### src/rtl/control_sequencer.sv
// Hardwired Moore control unit: fetch T0-T2, then a per-opcode execute sequence T3-T7.
// Optional macro CTRL_ILLEGAL_TRAP_EN: undefined opcodes latch Illegal and halt.
module control_sequencer #(
   parameter int unsigned OPW   = 5,
   parameter int unsigned STEPW = 3
) (
   input  logic        clock,
   input  logic        clear,
   input  logic [31:0] IR,
   input  logic        CON_FF,
   input  logic        stop,
   output logic        Gra, Grb, Grc,
   output logic        Rin, Rout, BAout, Cout,
   output logic        PCout, PCin, IncPC,
   output logic        MARin, MDRin, MDRout, Read, Write,
   output logic        IRin, RYin, RZin, RZHIout, RZLOout,
   output logic        HIin, HIout, LOin, LOout,
   output logic        PORTin, InPortout, CONin,
   output logic        Run,
   output logic        Illegal
);

   localparam logic [OPW-1:0] OP_LD   = OPW'(0);
   localparam logic [OPW-1:0] OP_LDI  = OPW'(1);
   localparam logic [OPW-1:0] OP_ST   = OPW'(2);
   localparam logic [OPW-1:0] OP_ADD  = OPW'(3);
   localparam logic [OPW-1:0] OP_ADDI = OPW'(12);
   localparam logic [OPW-1:0] OP_ORI  = OPW'(14);
   localparam logic [OPW-1:0] OP_DIV  = OPW'(15);
   localparam logic [OPW-1:0] OP_MUL  = OPW'(16);
   localparam logic [OPW-1:0] OP_NEG  = OPW'(17);
   localparam logic [OPW-1:0] OP_NOT  = OPW'(18);
   localparam logic [OPW-1:0] OP_BRX  = OPW'(19);
   localparam logic [OPW-1:0] OP_JR   = OPW'(20);
   localparam logic [OPW-1:0] OP_JAL  = OPW'(21);
   localparam logic [OPW-1:0] OP_IN   = OPW'(22);
   localparam logic [OPW-1:0] OP_OUT  = OPW'(23);
   localparam logic [OPW-1:0] OP_MFHI = OPW'(24);
   localparam logic [OPW-1:0] OP_MFLO = OPW'(25);
   localparam logic [OPW-1:0] OP_NOP  = OPW'(26);
   localparam logic [OPW-1:0] OP_HALT = OPW'(27);
   localparam logic [OPW-1:0] OP_UND  = OPW'(28);

   typedef enum logic [1:0] {EXEC, PAUSED, HALTED} mode_t;

   mode_t            mode;
   logic [STEPW-1:0] step;
   logic [STEPW-1:0] last;
   logic             primed;
   logic             active;
   logic             wrap;
   logic [OPW-1:0]   op;
   logic             is_nop, is_halt, is_undef, at_t2;
   logic             unused_ir;

   assign op        = IR[31 -: OPW];
   assign unused_ir = ^IR[31-OPW:0];
   assign is_nop    = (op == OP_NOP);
   assign is_halt   = (op == OP_HALT);
   assign is_undef  = (op >= OP_UND);
   assign at_t2     = primed && (step == STEPW'(2));
   assign active    = primed && (mode == EXEC);
   assign Run       = clear && (mode == EXEC);

   always_comb begin
      last = STEPW'(3);
      case (op) inside
         OP_LD:                                   last = STEPW'(7);
         OP_LDI, [OP_ADD:OP_ORI]:                 last = STEPW'(5);
         OP_ST, OP_DIV, OP_MUL, OP_BRX:           last = STEPW'(6);
         OP_NEG, OP_NOT, OP_JAL:                  last = STEPW'(4);
         default:                                 last = STEPW'(3);
      endcase
   end

   // primed=0 means no step is on the outputs yet; the next edge is an entry to T0
   assign wrap = !primed || (at_t2 && (is_nop || is_undef)) ||
                 ((step >= STEPW'(3)) && (step == last));

`ifdef CTRL_ILLEGAL_TRAP_EN
   logic illegal_q;
   assign Illegal = illegal_q;
`else
   assign Illegal = 1'b0;
`endif

   always_ff @(posedge clock or negedge clear) begin
      if (!clear) begin
         step   <= '0;
         mode   <= EXEC;
         primed <= 1'b0;
`ifdef CTRL_ILLEGAL_TRAP_EN
         illegal_q <= 1'b0;
`endif
      end else begin
         case (mode)
            EXEC: begin
               if (at_t2 && is_halt) begin
                  mode <= HALTED;
`ifdef CTRL_ILLEGAL_TRAP_EN
               end else if (at_t2 && is_undef) begin
                  mode      <= HALTED;
                  illegal_q <= 1'b1;
`endif
               end else if (wrap) begin
                  step <= '0;
                  if (stop) begin
                     mode   <= PAUSED;
                     primed <= 1'b0;
                  end else begin
                     primed <= 1'b1;
                  end
               end else begin
                  step <= step + STEPW'(1);
               end
            end
            PAUSED: begin
               if (!stop) begin
                  mode   <= EXEC;
                  step   <= '0;
                  primed <= 1'b1;
               end
            end
            default: mode <= HALTED;
         endcase
      end
   end

   always_comb begin
      {Gra, Grb, Grc, Rin, Rout, BAout, Cout, PCout, PCin, IncPC} = '0;
      {MARin, MDRin, MDRout, Read, Write, IRin, RYin, RZin, RZHIout, RZLOout} = '0;
      {HIin, HIout, LOin, LOout, PORTin, InPortout, CONin} = '0;
      if (active) begin
         case (step)
            STEPW'(0): begin PCout = 1'b1; MARin = 1'b1; IncPC = 1'b1; end
            STEPW'(1): begin Read = 1'b1; MDRin = 1'b1; end
            STEPW'(2): begin MDRout = 1'b1; IRin = 1'b1; end
            default: begin
               case (op) inside
                  [OP_ADD:OP_ORI]: case (step)
                     STEPW'(3): begin Grb = 1'b1; Rout = 1'b1; RYin = 1'b1; end
                     STEPW'(4): begin
                        RZin = 1'b1;
                        if (op >= OP_ADDI) Cout = 1'b1;
                        else begin Grc = 1'b1; Rout = 1'b1; end
                     end
                     STEPW'(5): begin RZLOout = 1'b1; Gra = 1'b1; Rin = 1'b1; end
                     default: ;
                  endcase
                  OP_DIV, OP_MUL: case (step)
                     STEPW'(3): begin Gra = 1'b1; Rout = 1'b1; RYin = 1'b1; end
                     STEPW'(4): begin Grb = 1'b1; Rout = 1'b1; RZin = 1'b1; end
                     STEPW'(5): begin RZLOout = 1'b1; LOin = 1'b1; end
                     STEPW'(6): begin RZHIout = 1'b1; HIin = 1'b1; end
                     default: ;
                  endcase
                  OP_NEG, OP_NOT: case (step)
                     STEPW'(3): begin Grb = 1'b1; Rout = 1'b1; RZin = 1'b1; end
                     STEPW'(4): begin RZLOout = 1'b1; Gra = 1'b1; Rin = 1'b1; end
                     default: ;
                  endcase
                  OP_LD, OP_LDI, OP_ST: case (step)
                     STEPW'(3): begin Grb = 1'b1; BAout = 1'b1; RYin = 1'b1; end
                     STEPW'(4): begin Cout = 1'b1; RZin = 1'b1; end
                     STEPW'(5): begin
                        RZLOout = 1'b1;
                        if (op == OP_LDI) begin Gra = 1'b1; Rin = 1'b1; end
                        else MARin = 1'b1;
                     end
                     STEPW'(6): begin
                        if (op == OP_ST) begin Gra = 1'b1; Rout = 1'b1; Write = 1'b1; end
                        else begin Read = 1'b1; MDRin = 1'b1; end
                     end
                     STEPW'(7): begin MDRout = 1'b1; Gra = 1'b1; Rin = 1'b1; end
                     default: ;
                  endcase
                  OP_BRX: case (step)
                     STEPW'(3): begin Gra = 1'b1; Rout = 1'b1; CONin = 1'b1; end
                     STEPW'(4): begin PCout = 1'b1; RYin = 1'b1; end
                     STEPW'(5): begin Cout = 1'b1; RZin = 1'b1; end
                     STEPW'(6): begin RZLOout = 1'b1; PCin = CON_FF; end
                     default: ;
                  endcase
                  OP_JR:   begin Gra = 1'b1; Rout = 1'b1; PCin = 1'b1; end
                  OP_JAL: case (step)
                     STEPW'(3): begin PCout = 1'b1; Grb = 1'b1; Rin = 1'b1; end
                     STEPW'(4): begin Gra = 1'b1; Rout = 1'b1; PCin = 1'b1; end
                     default: ;
                  endcase
                  OP_IN:   begin InPortout = 1'b1; Gra = 1'b1; Rin = 1'b1; end
                  OP_OUT:  begin Gra = 1'b1; Rout = 1'b1; PORTin = 1'b1; end
                  OP_MFHI: begin HIout = 1'b1; Gra = 1'b1; Rin = 1'b1; end
                  OP_MFLO: begin LOout = 1'b1; Gra = 1'b1; Rin = 1'b1; end
                  default: ;
               endcase
            end
         endcase
      end
   end

endmodule

### config.mk
export PLATFORM = sky130hd
export DESIGN_NAME = control_sequencer
export DESIGN_NICKNAME = d
export VERILOG_FILES = /design/src/rtl/control_sequencer.sv
export SDC_FILE = /design/constraint.sdc
export NUM_CORES = 1
export LEC_CHECK = 0
export ABC_AREA = 1
export BUFFER_PORTS_ARGS = -buffer_cell sky130_fd_sc_hd__buf_4
export CAP_MARGIN = 20
export CORE_AREA = 2 2 63 65
export CTS_CLUSTER_DIAMETER = 200
export CTS_CLUSTER_SIZE = 40
export DETAILED_ROUTE_END_ITERATION = 8
export DIE_AREA = 0 0 65 67
export MAX_ROUTING_LAYER = met4
export SLEW_MARGIN = 30
export SYNTH_ARGS = -nofsm -noshare
export SYNTH_HDL_FRONTEND = slang
export SYNTH_SLANG_ARGS = --single-unit
### constraint.sdc
create_clock -name clock -period 4.5 [get_ports clock]
set_input_delay 0.45 -clock clock [delete_from_list [all_inputs] [get_ports clock]]
set_output_delay 0.45 -clock clock [all_outputs]
set_load 0.05 [all_outputs]
==> flow_summary.json, run 1 <==
{
  "status": "complete, no violations",
  "synth_top_area_cell": "nand2_1",
  "whs_ps": 34.8,
  "ys_top_cells_by_area": "nand2_1, dfrtp_1, inv_1",
  "setup_viol": 0,
  "final_nets": 296,
  "num-fill-cells": 409,
  "syn_area_um2": 1240,
  "p_leak_uw": 0.000804,
  "crit_fanout": 11,
  "fin_crit_sh": 0.601,
  "io_buffers": 36,
  "fin_crit_ps": 2700,
  "yosys.cell_types.count": 31,
  "powerDensity_nw_per_um2": 119,
  "dp_hpwl_um": 2970,
  "crit_type": "register to output pin",
  "startpoint": "step[2]",
  "synth-edff-count": 0,
  "skew_ps": 2.70,
  "syn2layout_area_growth_pct": 24.8,
  "synthAdderAreaFrac": 0.0604,
  "yosys_warnings": 0,
  "finish.utilization": 0.430,
  "hold_viol": 0,
  "routedWlPerCell_um": 12.0,
  "htreeDepth": 1,
  "critPathLaunchType": "register",
  "core_area_um2": 3610,
  "drv_slew": 0,
  "cp_slowest_cell": "dfrtp_1",
  "grt_max_degree": 12,
  "cts_hold_buf": 0,
  "total_power_uw": 185,
  "rr_worst_depth": 10,
  "post-cts-setup-buffer-count": 0,
  "cap_violations": 0,
  "clockBufferDepth": 2,
  "synth_top_flop_cell": "dfrtp_1",
  "dieArea_um2": 4360,
  "clk_pin_slew_ps": 40,
  "antennaDiodeCount": 0,
  "async_reset_ff_frac": 1.00,
  "grt_pass1_vias": 1335,
  "drc": 0,
  "rsz0062_at_grt": "false",
  "crit_top_cell": "inv_1",
  "ioPinCount": 65,
  "gp_congestion": 0.924,
  "grt_pass1_wl_um": 5850,
  "ff_latch_area_um2": 150,
  "start_util": 0.345,
  "syn_avg_cell_area_um2": 5.65,
  "root_buffer": "clkbuf_8",
  "slowest_delay_ps": 530,
  "critPathCapture": "Write",
  "synth_compound_area_frac": 0.182,
  "synth-xor-area-share": 0,
  "cp.required_ps": 4050,
  "syn-num-nets": 262,
  "dieWidth_um": 65,
  "multi_input_area_um2": 877,
  "timing.rr.start": "step[0]",
  "synth.area.mux_share": 0,
  "fmax_mhz": 370,
  "cts.sinks": 6,
  "worst_skew_pair.late_latency_ps": 220,
  "finalWirelength_um": 3610,
  "synth_top_area_frac": 0.148,
  "ys_ff_latch": 6,
  "regToRegSetupSlack_ps": 2650,
  "setup_tns_ps": 0,
  "drive_gt1_frac": 0.230,
  "synthCells": 220,
  "vdd_drop_max_mv": 0.195,
  "end_kind": "output pin",
  "yosysSeqAreaShare": 0.121,
  "gr-total-overflow": 0,
  "antenna_found_initial": 0,
  "first_pass_iters": 4,
  "arrival_ps": 2250,
  "die_h_um": 67,
  "hold_class": "primary input to asynchronous set/reset pin",
  "grt_use_total": 0.176,
  "ant_nets": 0,
  "reg2reg_to": "step[2]",
  "cts-resized-gates": 0,
  "avgViaCountPerCell": 4.98,
  "vias": 1494,
  "cts_tree": "built",
  "drtIter0Drc": 102,
  "synthSimpleGateAreaFrac": 0.460,
  "cts_made_buffers": 3,
  "critical_path.cell_chain": "inv_1, nand2_1, o21ai_0, nor2_1, inv_1, nor3_1, buf_4",
  "synth_top_family_by_area": "simple AND/OR/NAND/NOR gates",
  "placementRows": 22
}
==> worst min-delay path by stage <==
stage	from	endpoint	slack, ps	cells after the start
2_1_floorplan	clear	mode[0]	150	0
5_1_grt	clear	mode[1]	40	1
6_report	clear	mode[1]	30	1
4_1_cts	clear	mode[1]	30	1
3_3_place_gp	clear	step[2]	260	1
3_5_place_dp	clear	mode[1]	270	1
==> flip-flops by register name, summed over array words and instances, names as in the netlist <==
name    cells
primed      1
mode        2
step        3
==> layer usage <==
layer	global-route usage	vias up	share of wire
met4	0.0505	0	0.013
met5	-	-	0
met2	0.299	59	0.48
met3	0.0220	6	0.051
met1	0.219	641	0.45
li1	-	788	-
==> cell families (layout without fill, tap and decap cells) <==
logic type,count (synthesis),count (layout)
simple gates,121,121
buf+inv,47,79
compound gates,39,39
fa+ha+maj,6,6
flops,6,6
other cells,1,1
==> report_power, final <==
group | internal, µW | switching [µW]
sequential | 54.3 | 0
clock | 57.3 | 20.7
combinational | 16.6 | 35.9
total | 128 | 56.6
==> synthesized netlist by cell type, drive strengths merged (2+ instances only) <==
| library cell | number |
|---|---|
| nand2 | 55 |
| inv | 38 |
| nor2 | 30 |
| nand3 | 18 |
| a21oi | 14 |
| o21ai | 14 |
| nand4 | 8 |
| nor3 | 8 |
| buf | 7 |
| dfrtp | 6 |
| ha | 6 |
| a31oi | 3 |
| clkinv | 2 |
| nor4 | 2 |
==> through the flow <==
stage | cell area, µm² | cells | setup slack [ps]
global route | 1550 | 300 | 1600
detailed placement | 1510 | 297 | 2040
global placement | 1510 | 297 | 2010
finish | 1550 | 300 | 1800
CTS | 1550 | 300 | 1820
floorplan | 1240 | 220 | 1060
==> cell type report <==
cell class	count	area share
sequential	6	0.0969
inverter	40	0.0977
tap	48	0.0387
timing repair buffer	36	0.174
clock buffer	3	0.0266
multi-input combinational	167	0.566
==> critical path: cells and delay by family (launching register included) <==
| kind | cells | cell delay (ps) |
|---|---|---|
| buffers and inverters | 3 | 570 |
| flip-flops | 1 | 530 |
| AND/OR/NAND/NOR | 3 | 790 |
| AO/OA/AOI/OAI | 1 | 130 |
==> cell usage in the layout, fill, tap and decap left out, drive strengths merged, types with 2 or more instances in the layout <==
cell / instances
a21oi: 14
a31oi: 3
buf: 36
clkbuf: 3
clkinv: 2
dfrtp: 6
ha: 6
inv: 38
nand2: 55
nand3: 18
nand4: 8
nor2: 30
nor3: 8
nor4: 2
o21ai: 14
(Power assumes the default switching activity.)
==> run 2: changes to the inputs <==
==> constraint.sdc (replaced) <==
create_clock -name clock -period 2.5 [get_ports clock]
set_input_delay 0.25 -clock clock [delete_from_list [all_inputs] [get_ports clock]]
set_output_delay 0.25 -clock clock [all_outputs]
set_load 0.05 [all_outputs]
==> run 2 against run 1 <==
  * Die area unchanged
  * Combinational power up 93%
  * Power up 85%
  * Sequential power up 80%
  * Critical path depth up 2
==> flow_summary.json, run 2 (synthesized netlist as in run 1, its figures left out) <==
{
  "first_pass_iters": 4,
  "dp_hpwl_um": 3070,
  "powerDensity_nw_per_um2": 208,
  "drive_gt1_frac": 0.273,
  "placementRows": 22,
  "reg_top3": "step: 3 flops, mode: 2 flops, primed: 1 flops",
  "ant_nets": 0,
  "dieWidth_um": 65,
  "drtIter0Drc": 91,
  "postLayoutCellArea_um2": 1640,
  "fin_cells": 308,
  "critPathCapture": "CONin",
  "crit_fanout": 7,
  "hold_viol": 0,
  "final_cell_mix": "nand2_1, buf_4, inv_1",
  "cts.sinks": 6,
  "cts_tree": "built",
  "switching_power_uw": 106,
  "critPathBufInv": 3,
  "grt_pass1_vias": 1350,
  "syn2layout_area_growth_pct": 31.8,
  "critical_path.cell_chain": "inv_1, ha_1, nand2_1, o21ai_0, nor2_1, buf_4, nand3_2, nor3_1, buf_4",
  "io_buffers": 36,
  "routedWlPerCell_um": 12.3,
  "regToRegSetupSlack_ps": 700,
  "rsz0062_at_grt": "false",
  "crit_type": "register to output pin",
  "startpoint": "step[1]",
  "antennaDiodeCount": 0,
  "crit_family": "simple AND/OR/NAND/NOR gates",
  "gr-total-overflow": 0,
  "drv_slew": 0,
  "status": "complete, no violations",
  "largest_register_ffs": 3,
  "skew_ps": 2.68,
  "cts_made_buffers": 3,
  "total_power_uw": 341,
  "p_sw_frac": 0.312,
  "seq_power_share": 0.287,
  "final_common_cell": "nand2_1",
  "drc": 0,
  "largest_register": "step",
  "vias": 1517,
  "htreeDepth": 1,
  "gp_congestion": 0.922,
  "p_comb_frac": 0.296,
  "reg2reg_to": "step[1]",
  "vdd_drop_max_mv": 0.280,
  "num-fill-cells": 402,
  "p_leak_uw": 0.000841,
  "end_kind": "output pin",
  "placed_area_um2": 1580,
  "placed_cells": 304,
  "worst_skew_pair.late_latency_ps": 220,
  "clk_pin_slew_ps": 40,
  "rr_worst_depth": 10,
  "clockBufferDepth": 2,
  "avgViaCountPerCell": 4.93,
  "multi_input_area_um2": 901,
  "grt_pass1_wl_um": 6180,
  "hold_class": "primary input to register",
  "slowest_delay_ps": 410,
  "root_buffer": "clkbuf_8",
  "arrival_ps": 2070,
  "cp_slowest_cell": "dfrtp_1",
  "grt_max_degree": 11,
  "cap_violations": 0,
  "fin_crit_sh": 0.929,
  "critPathLaunchType": "register",
  "antenna_found_initial": 0,
  "ioPinCount": 65,
  "clkPwrFrac": 0.418,
  "start_util": 0.345,
  "die_h_um": 67,
  "intPower_uw": 235,
  "fin_crit_ps": 2320,
  "dieArea_um2": 4360,
  "ff_latch_area_um2": 151,
  "fmax_mhz": 430,
  "timing.final.ws_setup_ps": 177,
  "setup_viol": 0,
  "core_area_um2": 3610,
  "cp.required_ps": 2250,
  "final_nets": 304,
  "path_depth": 9,
  "crit_top_cell": "buf_4",
  "finalWirelength_um": 3790,
  "timing.rr.start": "step[0]",
  "grt_use_total": 0.183,
  "post-place-ws_ps": 375
}
==> run 2: final cells by class <==
cell class / instances / area share
Clock buffer: 3 / 0.0252
Multi-Input combinational cell: 167 / 0.550
Tap cell: 48 / 0.0367
Timing Repair Buffer: 44 / 0.203
Sequential cell: 6 / 0.0924
Inverter: 40 / 0.0924
==> run 2: worst min-delay path by stage <==
| stage | startpoint | to | cells past startpoint |
|---|---|---|---|
| 4_1_cts | stop | mode[0] | 3 |
| 6_report | stop | mode[0] | 3 |
| 5_1_grt | stop | mode[0] | 3 |
| 3_3_place_gp | clear | step[2] | 1 |
| 2_1_floorplan | clear | mode[0] | 0 |
| 3_5_place_dp | clear | step[2] | 1 |
==> run 2: power groups by stage <==
stage	Combinational, µW	Sequential [µW]	Clock [µW]
global placement	98.6	98.9	0
CTS	99.7	97.7	146
global route	112	97.6	151
detailed placement	98.1	98.9	0
floorplan	71.7	98.9	0
finish	101	97.7	142
==> run 2: stage by stage <==
step | util | hold WS (ps) | setup TNS (ps)
global placement | 0.439 | 64.7 | 0
global route | 0.454 | 292 | 0
detailed placement | 0.439 | 64.6 | 0
finish | 0.454 | 273 | 0
CTS | 0.453 | 270 | 0
floorplan | - | -45.6 | -455
==> run 2: metal layers <==
metal | wire, µm | track usage
met1 | 1790 | 0.235
met2 | 1870 | 0.318
met5 | 0 | -
met4 | 0 | 0.0213
met3 | 130 | 0.0203
==> run 2: what timing repair did <==
| action | CTS | global route |
|---|---|---|
| hold buffers | 1 | 0 |
| setup endpoints to repair | 0 | 3 |
| buffers inserted | 0 | 0 |
| gates resized for setup | 0 | 2 |
| endpoints found under the hold margin | 6 | 0 |
==> run 2: worst register-to-register path, cell delays in order, from the launching register on <==
cell	delay, ps
dfrtp_2	440
inv_1	140
ha_1	180
inv_1	40
nor2_1	210
nand3_1	220
o21ai_2	230
a21oi_1	80
inv_1	90
nand2_1	60
nand2_1	60
==> run 3: changes to the inputs <==
--- a/config.mk
+++ b/config.mk
@@ -13,6 +13,7 @@
 export CTS_CLUSTER_SIZE = 40
 export DETAILED_ROUTE_END_ITERATION = 8
 export DIE_AREA = 0 0 65 67
+export GPL_TIMING_DRIVEN = 0
 export MAX_ROUTING_LAYER = met4
 export SLEW_MARGIN = 30
 export SYNTH_ARGS = -nofsm -noshare
==> run 3 against run 2 <==
  * Combinational power hardly changed
  * Non-clock buffer count down 2
  * Global-route usage is 0.48 points higher
  * Die area stayed put
  * Fmax down 1.0%
  * First-iteration DRC count is 55% higher
  * Sequential power is essentially flat
  * Critical endpoint is now PCin
  * Power up 1.4%
  * Cell count shrank 0.65%
  * Core utilization about the same
  * Count of clock-buffer cells in the layout unchanged
==> flow_summary.json, run 3 (synthesized netlist as in run 1, its figures left out) <==
{
  "crit_top_cell": "inv_1",
  "critical_path.cell_chain": "inv_1, ha_1, nand2_1, o21ai_0, nor2_4, inv_1, a211oi_2, buf_4",
  "p_leak_uw": 0.000837,
  "arrival_ps": 2100,
  "setup_viol": 0,
  "end_kind": "output pin",
  "vdd_drop_max_mv": 0.275,
  "min-delay-start": "stop",
  "largest_register_ffs": 3,
  "grtUsageMet2": 0.302,
  "root_buffer": "clkbuf_8",
  "tightest_slew_ps": 513,
  "powerDensity_nw_per_um2": 211,
  "final_nets": 302,
  "vias": 1523,
  "fmax_mhz": 426,
  "dieArea_um2": 4360,
  "fin_cells": 306,
  "gp_congestion": 0.940,
  "antenna_found_initial": 0,
  "reg_top3": "step: 3 flops, mode: 2 flops, primed: 1 flops",
  "critPathBufInv": 3,
  "crit_family": "buffers and inverters",
  "use_met3": 0.0203,
  "crit_fanout": 7,
  "grt_max_degree": 11,
  "cp.required_ps": 2250,
  "cts_tree": "built",
  "grt_pass1_wl_um": 6210,
  "critPathLaunchType": "register",
  "fin_crit_sh": 0.939,
  "htreeDepth": 1,
  "grt_use_total": 0.188,
  "io_buffers": 34,
  "post-cts-setup-buffer-count": 0,
  "placementRows": 22,
  "gr-total-overflow": 0,
  "grt_pass1_vias": 1397,
  "drive_gt1_frac": 0.271,
  "finalWirelength_um": 3790,
  "drv_slew": 0,
  "routedWlPerCell_um": 12.4,
  "drc": 0,
  "num-fill-cells": 400,
  "fin_crit_ps": 2350,
  "cp_slowest_cell": "dfrtp_1",
  "clk_pin_slew_ps": 40,
  "max_slew_margin": 0.654,
  "final_common_cell": "nand2_1",
  "dp_hpwl_um": 3050,
  "start_util": 0.345,
  "dieWidth_um": 65,
  "hold_class": "primary input to register",
  "final_cell_mix": "nand2_1, buf_4, inv_1",
  "worst_skew_pair.late_latency_ps": 230,
  "syn2layout_area_growth_pct": 31.9,
  "largest_register": "step",
  "core_area_um2": 3610,
  "cts.sinks": 6,
  "grt_util_met1": 0.241,
  "antennaDiodeCount": 0,
  "first_pass_iters": 4,
  "ff_latch_area_um2": 151,
  "slowest_delay_ps": 400,
  "crit_type": "register to output pin",
  "ant_nets": 0,
  "multi_input_area_um2": 906,
  "hold_viol": 0,
  "placed_cells": 302,
  "setup_tns_ps": 0,
  "timing.rr.start": "mode[1]",
  "cts_made_buffers": 3,
  "cap_violations": 0,
  "status": "complete, no violations",
  "skew_ps": 3.12,
  "avgViaCountPerCell": 4.98,
  "busiest_layer": "met2",
  "clockBufferDepth": 2,
  "drtIter0Drc": 141,
  "ioPinCount": 65,
  "die_h_um": 67,
  "startpoint": "step[1]"
}
-- run 3: final timing paths --
kind | depth (start not counted) | endpoint | slack [ps]
min reg2reg | 2 | primed | 500
max in group asynchronous | 2 | step[0] | 2000
max reg2reg | 8 | mode[0] | 670
min | 3 | mode[0] | 270
min in group asynchronous | 2 | mode[1] | 370
max | 8 | PCin | 150
-- run 3: routing by layer --
metal,share of wire,up-vias
li1,-,797
met1,0.47,690
met3,0.034,4
met5,0,-
met4,0.0082,0
met2,0.49,32
-- run 3: cell type report --
type	instances	share of cell area
inverters	40	0.0924
well taps	48	0.0366
flip-flops and latches	6	0.0924
repair buffers	35	0.162
multi-input cells	167	0.553
plain buffers	7	0.0389
clock buffers	3	0.0252
-- run 3: where the power goes --
group | internal [µW] | leakage (µW) | switching, µW | total (µW)
registers | 97.7 | 0.0000770 | 0 | 97.7
logic | 34.7 | 0.000738 | 67.3 | 102
clock network | 103 | 0.0000216 | 42.6 | 146
total | 236 | 0.000837 | 110 | 346
-- run 3: timing repair --
action / CTS / global route
endpoints found under the setup margin: 3 / 12
endpoints found under the hold margin: 6 / 0
cloned: 0 / 0
hold buffers: 1 / 0
gates resized for setup: 1 / 3
-- run 3: metrics by stage --
step	power [µW]	hold slack, ps	cell area, µm²	setup slack [ps]	util
global route	368	300	1640	-25.8	0.455
detailed placement	198	63.5	1580	216	0.438
global placement	199	65.6	1580	204	0.438
finish	346	270	1640	152	0.455
floorplan	171	-45.6	1260	-93.6	-
CTS	350	265	1630	97.1	0.453
-- run 3: worst reg2reg max path: cells and delay by family, from the launching register on --
family / cells / cell delay [ps]
flip-flops: 1 / 380
AO/OA/AOI/OAI: 1 / 480
buffers and inverters: 3 / 400
AND/OR/NAND/NOR: 4 / 450
